--- src/rtl/head_mem_pkg.sv ---
// head_mem_pkg: shared types and default widths for the head memory access master.
package head_mem_pkg;
  typedef enum logic [1:0] {IDLE, WRITE, READ, DRAIN} state_t;
  localparam int DEF_ADDR_W = 19;
  localparam int DEF_DATA_W = 16;
  localparam int DEF_LEN_W = 8;
  localparam int DEF_RSP_DEPTH = 4;
  typedef struct packed {
    logic last;
    logic [DEF_DATA_W-1:0] data;
  } rsp_beat_t;
endpackage

--- src/rtl/head_mem_rsp_fifo.sv ---
// head_mem_rsp_fifo: register-array FIFO with occupancy count and simultaneous push/pop.
module head_mem_rsp_fifo #(
  parameter int W = 17,
  parameter int DEPTH = 4
) (
  input  logic clk,
  input  logic rst_n,
  input  logic i_push,
  input  logic [W-1:0] i_data,
  input  logic i_pop,
  output logic o_vld,
  output logic [W-1:0] o_data,
  output logic [$clog2(DEPTH):0] o_count
);
  localparam int AW = $clog2(DEPTH);
  logic [W-1:0] r_mem [DEPTH];
  logic [AW-1:0] r_wp, r_rp;
  logic [AW:0] r_cnt;
  logic w_pop, w_push;
  assign w_pop = i_pop && r_cnt != '0;
  assign w_push = i_push && (r_cnt != (AW+1)'(DEPTH) || w_pop);
  assign o_vld = r_cnt != '0;
  assign o_data = r_mem[r_rp];
  assign o_count = r_cnt;
  always_ff @(posedge clk) begin
    if (!rst_n) begin
      r_wp <= '0;
      r_rp <= '0;
      r_cnt <= '0;
      for (int i = 0; i < DEPTH; i++) r_mem[i] <= '0;
    end else begin
      if (w_push) begin
        r_mem[r_wp] <= i_data;
        r_wp <= r_wp + AW'(1);
      end
      if (w_pop) r_rp <= r_rp + AW'(1);
      r_cnt <= r_cnt + (AW+1)'(w_push) - (AW+1)'(w_pop);
    end
  end
endmodule

--- src/rtl/head_mem_master.sv ---
// head_mem_master: turns burst commands into single-beat head memory strobes and
// returns read data through a credit-limited response FIFO.
module head_mem_master
  import head_mem_pkg::*;
#(
  parameter int ADDR_W = DEF_ADDR_W,
  parameter int DATA_W = DEF_DATA_W,
  parameter int LEN_W = DEF_LEN_W,
  parameter int RSP_DEPTH = DEF_RSP_DEPTH
) (
  input  logic clk,
  input  logic rst_n,
  input  logic cmd_vld,
  output logic cmd_rdy,
  input  logic cmd_write,
  input  logic [ADDR_W-1:0] cmd_addr,
  input  logic [LEN_W-1:0] cmd_len,
  input  logic wr_vld,
  output logic wr_rdy,
  input  logic [DATA_W-1:0] wr_data,
  output logic rsp_vld,
  input  logic rsp_rdy,
  output logic [DATA_W-1:0] rsp_data,
  output logic rsp_last,
  output logic [ADDR_W-1:0] head_mem_addr,
  output logic [DATA_W-1:0] head_mem_wdata,
  output logic head_mem_wen,
  output logic head_mem_ren,
  input  logic [DATA_W-1:0] head_mem_rdata,
  input  logic head_mem_rvld,
  output logic busy,
  output logic err_unexpected_rvld
);
  localparam int CW = $clog2(RSP_DEPTH) + 1;
  state_t r_state, w_state_nxt;
  logic [ADDR_W-1:0] r_addr, w_issue_addr, r_hm_addr;
  logic [DATA_W-1:0] r_wdata;
  logic [LEN_W-1:0] r_cnt, r_len, r_ret;
  logic [CW-1:0] r_out, w_fcnt, w_credit;
  logic r_wen, r_ren, r_err;
  logic w_accept, w_rd, w_wr, w_ret;
  logic [DATA_W:0] w_rsp_beat;
  // Outstanding reads plus buffered beats never exceed the FIFO depth, so this cannot underflow.
  assign w_credit = CW'(RSP_DEPTH) - r_out - w_fcnt;
  assign w_ret = head_mem_rvld && r_out != '0;
  always_comb begin
    w_state_nxt = r_state;
    cmd_rdy = 1'b0;
    wr_rdy = 1'b0;
    w_accept = 1'b0;
    w_rd = 1'b0;
    w_wr = 1'b0;
    w_issue_addr = r_addr;
    case (r_state)
      IDLE: begin
        cmd_rdy = rst_n;
        w_accept = cmd_vld && rst_n;
        w_issue_addr = cmd_addr;
        w_rd = w_accept && !cmd_write && w_credit != '0;
        if (w_accept) w_state_nxt = cmd_write ? WRITE : (w_rd && cmd_len == '0) ? DRAIN : READ;
      end
      WRITE: begin
        wr_rdy = 1'b1;
        w_wr = wr_vld;
        if (wr_vld && r_cnt == '0) w_state_nxt = IDLE;
      end
      READ: begin
        w_rd = w_credit != '0;
        if (w_rd && r_cnt == '0) w_state_nxt = DRAIN;
      end
      DRAIN: w_state_nxt = r_out == '0 ? IDLE : DRAIN;
      default: w_state_nxt = IDLE;
    endcase
  end
  always_ff @(posedge clk) begin
    if (!rst_n) r_state <= IDLE;
    else r_state <= w_state_nxt;
  end
  always_ff @(posedge clk) begin
    if (!rst_n) begin
      r_addr <= '0;
      r_hm_addr <= '0;
      r_wdata <= '0;
      r_cnt <= '0;
      r_len <= '0;
      r_ret <= '0;
      r_out <= '0;
      r_wen <= 1'b0;
      r_ren <= 1'b0;
      r_err <= 1'b0;
    end else begin
      r_wen <= w_wr;
      r_ren <= w_rd;
      if (w_wr || w_rd) begin
        r_hm_addr <= w_issue_addr;
        r_addr <= w_issue_addr + ADDR_W'(1);
      end else if (w_accept) begin
        r_addr <= cmd_addr;
      end
      if (w_wr) r_wdata <= wr_data;
      // A read issued in the accept cycle already consumes the first beat.
      if (w_accept) begin
        r_len <= cmd_len;
        r_ret <= '0;
        r_cnt <= w_rd ? cmd_len - LEN_W'(1) : cmd_len;
      end else begin
        if (w_wr || w_rd) r_cnt <= r_cnt - LEN_W'(1);
        if (w_ret) r_ret <= r_ret + LEN_W'(1);
      end
      r_out <= r_out + CW'(w_rd) - CW'(w_ret);
      if (head_mem_rvld && r_out == '0) r_err <= 1'b1;
    end
  end
  head_mem_rsp_fifo #(.W(DATA_W + 1), .DEPTH(RSP_DEPTH)) u_fifo (
    .clk(clk),
    .rst_n(rst_n),
    .i_push(w_ret),
    .i_data({r_ret == r_len, head_mem_rdata}),
    .i_pop(rsp_rdy),
    .o_vld(rsp_vld),
    .o_data(w_rsp_beat),
    .o_count(w_fcnt)
  );
  assign rsp_data = w_rsp_beat[DATA_W-1:0];
  assign rsp_last = w_rsp_beat[DATA_W];
  assign head_mem_addr = r_hm_addr;
  assign head_mem_wdata = r_wdata;
  assign head_mem_wen = r_wen;
  assign head_mem_ren = r_ren;
  assign busy = r_state != IDLE || r_out != '0 || w_fcnt != '0;
  assign err_unexpected_rvld = r_err;
endmodule

--- config.mk ---
export PLATFORM = sky130hd
export DESIGN_NAME = head_mem_master
export DESIGN_NICKNAME = d
export VERILOG_FILES = /design/src/rtl/head_mem_pkg.sv /design/src/rtl/head_mem_rsp_fifo.sv /design/src/rtl/head_mem_master.sv
export SDC_FILE = /design/constraint.sdc
export NUM_CORES = 1
export LEC_CHECK = 0
export ABC_AREA = 0
export CAP_MARGIN = 20
export CORE_ASPECT_RATIO = 1.5
export CORE_MARGIN = 10
export CORE_UTILIZATION = 54
export DETAILED_ROUTE_END_ITERATION = 7
export GPL_ROUTABILITY_DRIVEN = 0
export MAX_ROUTING_LAYER = met4
export PLACE_DENSITY = 0.92
export SYNTH_ARGS = -nofsm -noshare
export SYNTH_HDL_FRONTEND = slang
export SYNTH_SLANG_ARGS = --single-unit
--- constraint.sdc ---
create_clock -name clk -period 4.6 [get_ports clk]
set_input_delay 1.38 -clock clk [delete_from_list [all_inputs] [get_ports clk]]
set_output_delay 1.38 -clock clk [all_outputs]
set_load 0.02 [all_outputs]
==> run summary <==
The quantity of gates resized following cts is 0. The number of cell rows is 54. The detailed-routing iteration count for the pre-antenna-repair pass came out at 5. The final clock skew came out at 0.0124 ns. The proportion of synthesized chip area in sequential cells came out at 0.486. The number of global-route vias before repair is between 6000 and 7000. The reported max-cap violation count is 0. The setup TNS is 0 ns.

The number of max-slew violations in the final report is 0. The total count of hold-check failures in the final report came out at 0. The most used flip-flop cell after synthesis is dfxtp_1. The number of failing setup endpoints in the final timing report is 0. The data arrival time at the worst-slack endpoint came out at between 2 and 2.5 ns. After synthesis the netlist holds a flip-flop and latch count of between 150 and 200. The relative slew slack is 0.371. The maximum number of pins on one net before global-route repair is 46. The final antenna-violating net count is 0. The number of flops mapped to enable cells by yosys is 68. The total CTS buffers is 17. The root cell of the clock tree is clkbuf_16. The core area is 14700 µm². In this run the post-CTS setup repair buffer count came out at 0.

The area of the mapped netlist is 8120 µm². For the pin with the worst max-slew slack, the measured transition is 0.942 ns. The async set-or-reset flop fraction in the synthesized netlist came out at 0.

Of the total power, combinational logic draws 0.385. The fmax is about 260 MHz. For this design the total switching power over the nets is 1.91 mW. From bottom edge to top edge, the die measures 170 µm. The total internal power came out at 3.59 mW. Across every metal layer, demand over resource in global routing totals 0.202. The leakage power came out at 4.11 nW. The met2 capacity usage during global routing came out at 0.362. The routed design could run at a clock period as short as 3.78 ns. The share of total power dissipated in the clock network is 0.250. The clock passes through at most 2 buffers. The share of the cycle needed by the critical path after routing came out at 0.822. The die area came out at 20400 µm².

Data on the critical path is required at its endpoint by 3.22 ns. The global-route wire length before repair is approximately 33 mm. The sum of routed wire length over all layers is 20.1 mm. The share of post-route cells with drive strength above 1 came out at 0.102.

The element type at the critical path end is an output pin. The die extent in x is 120 µm. The violation count after the first detailed-route iteration is 483.

The total I/O pin count is 125. The wire-length estimate of the detail-placed layout is around 14 mm. When the netlist entered floorplanning its net count stood at between 800 and 900. The peak ir drop on the vdd network came out at 343 µV.

The TritonCTS clock tree is built. The netlist uses 72 different library cells. The H-tree was split into 4 levels.

Synthesis produced 792 cells. The clock slew seen by the registers of the worst setup and hold paths is 0.07 ns. The number of nets in the final layout came out at approximately 990. The count of hold-fix buffers inserted at cts is 0. The tightest hold path in the finished design has a slack of ~0.46 ns. The remaining design rule violation count is 0.

The proportion of total power due to net switching came out at 0.347. For this design, the sink count on the clock tree is 163. Setup repair after global routing left no endpoint under its margin. The worst hold-check path type is flop to flop. In this run the most used layer during global routing was met2. In this run the worst path has a maximum fanout of 28.

The worst reg-to-reg setup slack is 1.25 ns. The starting density of the core is 0.554. The routed via count divided by cell count is 5.78. Dividing the detail-routed wire length by the instance count gives about 18 µm. The total congestion overflow came out at 0. The signed area change from the synthesized netlist to the final layout is 25.4%.

The clock reaches the later pin of the worst-skew pair after 0.42 ns. The final antenna diode count is 0. The initial antenna violation count came out at 0.

The count of synthesis-stage warnings from yosys came out at 0. The run finished with clean final reports. Buffers placed on the I/O ports in this run total approximately 120. The power density relative to cell area is ~540 nW/µm². The category of the most critical setup path is flop to output pin.

The kind of launch point of the worst setup path is a flop. The met3 track demand over resource in global routing came out at 0.0480. The met1 layer usage reported by global route came out at 0.210. The post-synthesis average cell area came out at 10.3 µm². The part of the power in registers is 0.365. Across all layers, the routed design uses 6463 vias. The total power after layout is 5.50 mW.
## logic make-up after synthesis
family | count (synthesis) | synth area share
DFF | 163 | 0.486
AOI/OAI and AO/OA | 137 | 0.131
muxes | 47 | 0.0864
xor gates and xnor gates | 49 | 0.0528
and+or+nand+nor | 303 | 0.184
adders and majority gates | 12 | 0.0203
buffers and inverters | 81 | 0.0402
## layout by cell type (no fill, tap or decap), types with 5 or more instances in the layout
| master | instances |
|---|---|
| clkdlybuf4s50_1 | 123 |
| nand2_1 | 116 |
| dfxtp_1 | 95 |
| edfxtp_1 | 68 |
| nor2_1 | 62 |
| and2_1 | 40 |
| inv_1 | 35 |
| xor2_1 | 28 |
| buf_4 | 23 |
| a21boi_0 | 22 |
| o211a_1 | 22 |
| xnor2_1 | 21 |
| nand3_1 | 20 |
| o21ai_0 | 20 |
| mux4_2 | 17 |
| clkbuf_16 | 17 |
| mux2i_1 | 15 |
| mux2_2 | 15 |
| a21oi_1 | 12 |
| ha_1 | 10 |
| nand4_1 | 8 |
| nor3_1 | 7 |
| nand2b_1 | 6 |
| nor2b_1 | 5 |
| and3_1 | 5 |
| a211oi_1 | 5 |
| o211ai_1 | 5 |
| o21a_1 | 5 |
| o22ai_1 | 5 |
| o311a_1 | 5 |
## area by class of cell
| class | count | area [µm²] |
|---|---|---|
| flip-flops and latches | 163 | 3940 |
| repair buffers | 148 | 1430 |
| clock buffers | 18 | 439 |
| multi-input cells | 548 | 3860 |
| fillers | 1039 | 4480 |
| well taps | 196 | 245 |
| clock inverters | 13 | 136 |
| inverters | 33 | 124 |
## registers in the layout, indices dropped and copies added (netlist names), 2 cells and up, named ones only
register	flops
r_out	3
head_mem_wdata	16
u_fifo.r_mem	68
r_addr	19
u_fifo.r_rp	2
r_ret	8
u_fifo.o_count	3
head_mem_addr	19
u_fifo.r_wp	2
r_len	8
r_state	2
r_cnt	8
## power by group through the flow
stage,combinational (mW),sequential (mW),clock [mW]
floorplan,1.32,2.06,0
global placement,2.06,2.01,0
detailed placement,2.11,2.03,0
CTS,2.13,2.00,1.40
global route,2.31,2.04,1.45
finish,2.12,2.01,1.38
## stage by stage
stage	instances	utilization	instance area, µm²	worst slack [ns]
2_1_floorplan	792	-	8120	0.902
3_3_place_gp	1088	0.655	9610	0.541
3_5_place_dp	1088	0.655	9610	0.495
4_1_cts	1119	0.694	10200	0.841
5_1_grt	1119	0.694	10200	0.678
6_report	1119	0.694	10200	0.821
## critical path, cell delays in order, from the launching register on
cell             delay [ns]
dfxtp_1                0.94
nor2b_1                0.37
clkdlybuf4s50_1        0.67
## layer usage
metal / routed length (µm) / vias up / part of all wire
li1: - / 3057 / -
met1: 7710 / 3136 / 0.38
met2: 10800 / 229 / 0.54
met3: 1170 / 41 / 0.058
met4: 369 / 0 / 0.018
met5: 0 / - / 0
## synthesized netlist by cell type (6+ instances only)
library cell	n	area, µm²
a21boi_0	22	165
nand3_1	20	100
mux2_2	15	169
edfxtp_1	68	2040
dfxtp_1	95	1900
nand4_1	8	50.1
o21ai_0	22	110
and2_1	40	250
nand2_1	116	435
buf_2	9	45.0
ha_1	10	125
inv_1	33	124
nor3_1	7	35.0
nor2_1	63	236
xnor2_1	21	184
mux4_2	17	383
clkbuf_1	34	128
o211a_1	22	220
nand2b_1	6	37.5
a21oi_1	12	60.1
mux2i_1	15	150
xor2_1	28	245
## worst paths after layout
kind | start | endpoint | cells after the start
hold reg to reg | head_mem_wdata[14] | head_mem_wdata[14] | 2
setup / recovery | r_state[0] | wr_rdy | 2
hold / removal | head_mem_wdata[14] | head_mem_wdata[14] | 2
setup reg to reg | r_out[1] | r_out[2] | 12
No activity file was read; power rests on OpenSTA's default activity.
